--- src/rtl/mips_pkg.sv ---
// mips_pkg: shared constants and payload types for the branch offset encoder.
//   IMM_W_DEFAULT : default width of the encoded branch immediate
//   PC_INC        : byte increment from a branch to its delay-slot successor
//   WORD_SHIFT    : byte-to-word shift applied to branch offsets
package mips_pkg;

    localparam int unsigned ADDR_W        = 32;
    localparam int unsigned IMM_W_DEFAULT = 16;
    localparam int unsigned PC_INC        = 4;
    localparam int unsigned WORD_SHIFT    = 2;
    localparam int unsigned STAT_W        = 16;

    // Stage-2 payload: the sign-extended immediate plus its error flags.
    // The narrow imm field is the low IMM_W bits of signimm.
    typedef struct packed {
        logic [ADDR_W-1:0] signimm;
        logic              err_misalign;
        logic              err_range;
    } result_t;

    // Byte distance from the branch successor (pc + PC_INC) to target, mod 2^32.
    function automatic logic [ADDR_W-1:0] branch_diff(input logic [ADDR_W-1:0] pc,
                                                      input logic [ADDR_W-1:0] target);
        return target - (pc + ADDR_W'(PC_INC));
    endfunction

endpackage

--- src/rtl/pipe_stage.sv ---
// pipe_stage: one valid/ready register slice.
//   clk, rst_n      : clock, asynchronous active-low reset (clears valid and data)
//   in_valid/in_data: upstream request and payload
//   in_ready_c      : slice can take a request (empty, or draining this cycle)
//   out_valid/out_data : registered result held until out_ready
//   out_ready       : downstream accepts the held result
module pipe_stage #(
    parameter int unsigned W = 32
) (
    input  logic         clk,
    input  logic         rst_n,
    input  logic         in_valid,
    output logic         in_ready_c,
    input  logic [W-1:0] in_data,
    output logic         out_valid,
    input  logic         out_ready,
    output logic [W-1:0] out_data
);

    // Ready depends only on local state and downstream ready, never on in_valid.
    assign in_ready_c = !out_valid || out_ready;

    // Slice register: load whenever there is room, keep data stable while stalled.
    always_ff @(posedge clk or negedge rst_n) begin
        if (!rst_n) begin
            out_valid <= 1'b0;
            out_data  <= '0;
        end else if (in_ready_c) begin
            out_valid <= in_valid;
            if (in_valid) begin
                out_data <= in_data;
            end
        end
    end

endmodule

--- src/rtl/branch_offset_encoder.sv ---
// branch_offset_encoder: inverse of the branch target adder. Given the branch
// pc and a desired target, produces imm with target = pc + 4 + (sext(imm) << 2).
// Two-stage valid/ready pipeline: stage 1 holds diff, stage 2 holds imm/flags.
//   clk, rst_n          : clock, asynchronous active-low reset
//   in_valid, in_ready  : request handshake; pc, target are the request payload
//   out_valid, out_ready: result handshake
//   imm, signimm        : encoded field and its 32-bit sign extension (0 on error)
//   err_misalign        : diff not a multiple of 4
//   err_range           : word offset does not fit signed IMM_W
//   stat_ok, stat_err   : saturating result counters, only with
//                         `define BRANCH_OFFSET_ENCODER_STATS_EN
module branch_offset_encoder
    import mips_pkg::*;
#(
    parameter int unsigned IMM_W = IMM_W_DEFAULT
) (
    input  logic              clk,
    input  logic              rst_n,
    input  logic              in_valid,
    output logic              in_ready,
    input  logic [ADDR_W-1:0] pc,
    input  logic [ADDR_W-1:0] target,
    output logic              out_valid,
    input  logic              out_ready,
    output logic [IMM_W-1:0]  imm,
    output logic [ADDR_W-1:0] signimm,
`ifdef BRANCH_OFFSET_ENCODER_STATS_EN
    output logic [STAT_W-1:0] stat_ok,
    output logic [STAT_W-1:0] stat_err,
`endif
    output logic              err_misalign,
    output logic              err_range
);

    logic              s1_valid;
    logic [ADDR_W-1:0] s1_diff;
    logic              s2_ready_c;
    logic [ADDR_W-1:0] diff_c;
    logic [ADDR_W-1:0] word_off_c;
    logic [ADDR_W-IMM_W:0] word_hi_c;
    logic              fits_c;
    result_t           res_c;
    result_t           s2_res;

    assign diff_c = branch_diff(pc, target);

    // Stage 1: byte difference, wrap-around kept as a plain mod-2^32 value.
    pipe_stage #(
        .W (ADDR_W)
    ) u_stage1 (
        .clk        (clk),
        .rst_n      (rst_n),
        .in_valid   (in_valid),
        .in_ready_c (in_ready),
        .in_data    (diff_c),
        .out_valid  (s1_valid),
        .out_ready  (s2_ready_c),
        .out_data   (s1_diff)
    );

    // Word offset fits signed IMM_W when every bit from IMM_W-1 upward matches.
    assign word_off_c = ADDR_W'($signed(s1_diff) >>> WORD_SHIFT);
    assign word_hi_c  = word_off_c[ADDR_W-1:IMM_W-1];
    assign fits_c     = (&word_hi_c) || !(|word_hi_c);

    // When in range, sext(imm) is exactly the word offset, so signimm needs no
    // separate extension step.
    always_comb begin
        res_c              = '0;
        res_c.err_misalign = (s1_diff[1:0] != 2'b00);
        res_c.err_range    = !fits_c;
        if (!res_c.err_misalign && !res_c.err_range) begin
            res_c.signimm = word_off_c;
        end
    end

    // Stage 2: encoded result and flags.
    pipe_stage #(
        .W ($bits(result_t))
    ) u_stage2 (
        .clk        (clk),
        .rst_n      (rst_n),
        .in_valid   (s1_valid),
        .in_ready_c (s2_ready_c),
        .in_data    (res_c),
        .out_valid  (out_valid),
        .out_ready  (out_ready),
        .out_data   (s2_res)
    );

    assign signimm      = s2_res.signimm;
    assign imm          = s2_res.signimm[IMM_W-1:0];
    assign err_misalign = s2_res.err_misalign;
    assign err_range    = s2_res.err_range;

`ifdef BRANCH_OFFSET_ENCODER_STATS_EN
    logic out_xfer_c;
    logic out_err_c;

    assign out_xfer_c = out_valid && out_ready;
    assign out_err_c  = s2_res.err_misalign || s2_res.err_range;

    // Saturating counters of delivered results, split by error status.
    always_ff @(posedge clk or negedge rst_n) begin
        if (!rst_n) begin
            stat_ok  <= '0;
            stat_err <= '0;
        end else if (out_xfer_c) begin
            if (out_err_c) begin
                if (stat_err != '1) begin
                    stat_err <= stat_err + STAT_W'(1);
                end
            end else if (stat_ok != '1) begin
                stat_ok <= stat_ok + STAT_W'(1);
            end
        end
    end
`endif

endmodule

--- config.mk ---
export PLATFORM = sky130hd
export DESIGN_NAME = branch_offset_encoder
export DESIGN_NICKNAME = d
export VERILOG_FILES = /design/src/rtl/mips_pkg.sv /design/src/rtl/pipe_stage.sv /design/src/rtl/branch_offset_encoder.sv
export SDC_FILE = /design/constraint.sdc
export NUM_CORES = 1
export LEC_CHECK = 0
export CAP_MARGIN = 20
export CORE_MARGIN = 2
export CORE_UTILIZATION = 47
export DETAILED_ROUTE_END_ITERATION = 8
export PLACE_DENSITY = 0.78
export REMOVE_ABC_BUFFERS = 1
export SLEW_MARGIN = 20
export SYNTH_ARGS = -nofsm -noshare
export SYNTH_HDL_FRONTEND = slang
export SYNTH_HIERARCHICAL = 1
export SYNTH_SLANG_ARGS = --single-unit
--- constraint.sdc ---
create_clock -name clk -period 1.95 [get_ports clk]
set_input_delay 0.195 -clock clk [delete_from_list [all_inputs] [get_ports clk]]
set_output_delay 0.195 -clock clk [all_outputs]
set_load 0.1 [all_outputs]
-- After elaboration in Yosys (flattened, before gate mapping)
Cells that the tools add are included.
- input bits: 68
- flip-flop bits (word level): 68
- logic and storage cells: 21
- output and inout bits: 52
- muxes and demuxes: 1
- $add $sub $neg: 2
- reductions and logical operators: 14
- operator list (operator ; count):
    32-bit by 3-bit adder with 32-bit output, second input constant ; 1
    32-bit two-way mux ; 1
    32-bit subtractor ; 1
    15-bit AND reduction ; 1
    15-bit OR reduction ; 1
    1-bit logical NOT ; 5
    2-bit AND reduction ; 2
    1-bit logical OR ; 3
    2-bit nonzero test ; 1
    1-bit logical AND ; 1

-- Logic depth before layout (Yosys ltp)
- depth after elaboration: 5
- mapped depth: 13
- depth with buffers taken out: 13

-- By module
The synthesis kept the hierarchy.
- by module, submodules not included (module ; seq. area each (µm²) ; cells each ; times used ; area an instance (µm²)):
    branch_offset_encoder ; 0.0 ; 411 ; 1 ; 2788.9
    pipe_stage (u_stage2) ; 875.8 ; 75 ; 1 ; 1463.9
    pipe_stage (u_stage1) ; 825.8 ; 71 ; 1 ; 1391.3

-- Worst setup path before layout
Ideal clock, no wire load.
- kind: in2reg
- start: input pc[1]
- end: register u_stage1.out_data[31]
- buffers on the path: 0
- setup slack: -0.772 ns
- cell stages on the path: 12
- data required time: 1.825 ns
- library setup time: 0.125 ns
- arrival: 2.598 ns
- cells stage by stage: inv_1 -> ha_1 -> ha_1 -> fa_1 -> a211oi_1 -> o21ba_2 -> a211o_1 -> a31oi_1 -> nand3b_1 -> a211oi_1 -> xnor2_1 -> mux2_2
- longest elaborated chain between the ends: 2
- RTL lines (item ; RTL line ; source):
    start: declaration ; branch_offset_encoder.sv:21 ; input logic [ADDR_W-1:0] pc,
    32-bit by 3-bit adder with 32-bit output ; mips_pkg.sv:24 ; return target - (pc + ADDR_W'(PC_INC));
    32-bit subtractor ; mips_pkg.sv:24 ;
    via diff_c[31] ; branch_offset_encoder.sv:38 ; logic [ADDR_W-1:0] diff_c;
    end signal: assignment ; pipe_stage.sv:31 ; out_data <= in_data;
    end: declaration ; pipe_stage.sv:17 ; output logic [W-1:0] out_data
The timed path passes the listed nets, and every way through them passes these cells.
A chain may end at the register's enable or synchronous reset.

-- Final worst setup path
Same ends and word-level chain as after synthesis.

==> impl_metrics.ini <==
[status]
status = finished with violations
violations = negative setup slack

[yosys]
synth_area_leaders = dfrtp_1 30%, mux2_4 16%, ha_1 14%
synth_edf_count = 0
synthTopCellsByCount = 95 x inv_1, 68 x dfrtp_1, 61 x ha_1
avgSynthCellArea_sq_um = 10.1
syn_area_sq_mm = 0.00564
synth_most_common_cell = inv_1
yosys.area.top_type = dfrtp_1
ys.flop_type = dfrtp_1
synth-seq-area-share = 0.301
yosys.area.top_type_share = 0.301
ys_types = 58
synth_warnings = 6
synthCells = 557
synth-seq-cells = 68
async_flop_share = 1.00

[power]
clockPowerShare = 0.237
peakVddDrop_mv = 0.513
intPower_mw = 4.81
p_seq_frac = 0.271
p_per_area_mw_per_mm2 = 794
power.switching_mw = 2.68
combPwrFrac = 0.492
power.leakage_nw = 4.59
switching_share = 0.357

[sta]
relSlewSlack = 0.571
tns_ns = -12.95
max_clock_freq_mhz = 399
post-route-period-util = 1.28
fin_ws_ns = -0.553
fin_hold_ws_ns = 0.352
fin_crit_ns = 2.50
finalSetupViolCount = 55
drv_slew = 0
rsz0062_at_grt = true
worst_slew_pin_slew_ns = 0.638
hold_violations = 0
skew_ns = 0.00586

[routing]
finalWirelength_um = 20600
drt-initial-drc-count = 492
antenna_left = 0
vias_per_cell = 5.74
drt-pass1-iter-count = 5
vias = 5495
route.detailed.drc = 0
wl_per_cell_um = 21.5

[clocking]
clk_latency_ns = 0.33
clock_sinks = 68
htreeDepth = 3
ctsRootBufferMaster = clkbuf_16
cts_tree = done
clkTransAtPathRegs_ns = 0.06
clockBufferDepth = 2
cts_buffers = 9

[finish]
nNetsFinal = 936
diodes = 0
fillers = 605
stdcell_count = 958
postLayoutCoreUtil = 0.795
layout-drive-gt1-share = 0.673
areaGrowthSynthToFinish_pct = 67.1

[worst_setup_path]
cp-end-kind = flip-flop
crit_type = in2reg
worstPathArrival_ns = 2.72
crit_required_ns = 2.16
cp_max_fo = 2
cp-start-kind = input port

[global_routing]
grt.met2_usage = 0.520
track_usage = 0.277
met3_usage = 0.0276
top_usage_layer = met2
grt_pass1_wl_um = 28500
antenna_found_initial = 1
grt_start_max_net_pins = 47
grt_util_met1 = 0.315
grt_overflow = 0
first_global_vias = 5608

[die]
die_h_um = 114
coreArea_sq_mm = 0.0119
initial_utilization = 0.476
dieArea_sq_mm = 0.0129
ios = 120
fp.dieW_um = 114
rows = 40

[place]
port_buffers = 119
dp.cells = 881
hpwl_um = 9620
gp_congestion = 0.934

[worst_hold_path]
hold_class = in2reg

[flow_run]
drv_cap = 0
registers in the layout (all words and copies together), names as in the netlist:
register	count
u_stage2/out_valid	1
u_stage1/out_data	32
u_stage2/out_data	34
u_stage1/out_valid	1
stage by stage:
step | instance area (sq um) | setup slack, ns | total power [mW]
floorplan | 5350 | -0.772 | 3.34
global placement | 7360 | -1.40 | 4.21
detailed placement | 7360 | -1.49 | 4.31
CTS | 9090 | -0.510 | 6.86
global route | 9430 | -0.592 | 7.69
finish | 9430 | -0.553 | 7.49
layout make-up:
| class | instances | area (sq um) | area share |
|---|---|---|---|
| multi-input cells | 358 | 4510 | 0.478 |
| inverters | 95 | 374 | 0.0397 |
| well taps | 147 | 184 | 0.0195 |
| repair buffers | 274 | 2340 | 0.248 |
| clock buffers | 9 | 225 | 0.0239 |
| flip-flops and latches | 68 | 1700 | 0.180 |
| clock inverters | 7 | 101 | 0.0107 |
cell usage in the layout (no fill, tap or decap), drive strengths merged, types with 2 or more instances in the layout:
cell type and n:
xor2 13, and2 34, clkdlybuf4s15 7, clkinvlp 2, clkinv 3, ha 61, or4 2, dlymetal6s2s 3
dlygate4sd2 7, clkdlybuf4s50 14, a221oi 2, mux2 66, o21a 2, a211oi 6, nand4 8, nand2 17
a31oi 5, o21bai 5, nand2b 2, bufinv 2, nor2b 3, a21o 15, xnor2 17, dfrtp 68
nor2 15, nor4 4, o21ba 2, a21oi 28, a31o 2, inv 95, o21ai 14, and3 5
or2b 2, clkbuf 20, buf 231, a41oi 3, nand3 9, a21boi 2
path summary, 6_finish.rpt:
check	startpoint	depth (start not counted)	slack, ns	endpoint
setup / recovery	pc[1]	13	-0.55	u_stage1/out_data[31]
setup reg to reg	u_stage1/out_data[17]	7	-0.17	u_stage2/out_data[6]
max in group asynchronous	rst_n	3	0.90	u_stage1/out_valid
hold / removal	target[1]	4	0.35	u_stage1/out_data[1]
hold reg to reg	u_stage2/out_data[22]	1	0.51	u_stage2/out_data[22]
min in group asynchronous	rst_n	2	0.41	u_stage2/out_data[2]
kinds of logic after synthesis:
kind of cell    Yosys count  share of synthesized area
mux                      66                      0.172
fa+ha+maj                62                      0.139
compound gates           94                      0.115
buf+inv                 131                      0.116
xor+xnor                 30                     0.0466
simple gates            106                      0.110
flops                    68                      0.301
critical path, cell delays in order:
cell and delay [ns]:
buf_6 0.09, inv_4 0.05, ha_4 0.19, ha_4 0.16, fa_2 0.37, a211oi_4 0.28, o21ba_4 0.17, a211o_1 0.17
a31oi_1 0.11, nand3b_1 0.24, a211oi_2 0.29, xnor2_1 0.12, mux2_4 0.28
power groups by stage:
| stage | clock (mW) | sequential [mW] | combinational [mW] |
|---|---|---|---|
| 3_3_place_gp | 0 | 1.91 | 2.30 |
| 2_1_floorplan | 0 | 1.93 | 1.40 |
| 6_report | 1.77 | 2.03 | 3.69 |
| 3_5_place_dp | 0 | 1.93 | 2.38 |
| 5_1_grt | 1.83 | 2.04 | 3.82 |
| 4_1_cts | 1.76 | 1.94 | 3.15 |
routing by layer:
metal	part of all wire	wire (um)
met3	0.064	1330
met2	0.49	10200
met1	0.38	7830
met4	0.063	1310
met5	0.00063	13
timing repair:
| item | in CTS | in global routing |
|---|---|---|
| endpoints found under the setup margin | 59 | 54 |
| hold buffers | 1 | 0 |
| setup buffers | 41 | 18 |
| resized for setup | 363 | 89 |
| gates cloned | 4 | 0 |
| pin swaps | 132 | 63 |
| endpoints found under the hold margin | 22 | 0 |
Power figures use the tool's default switching activity.
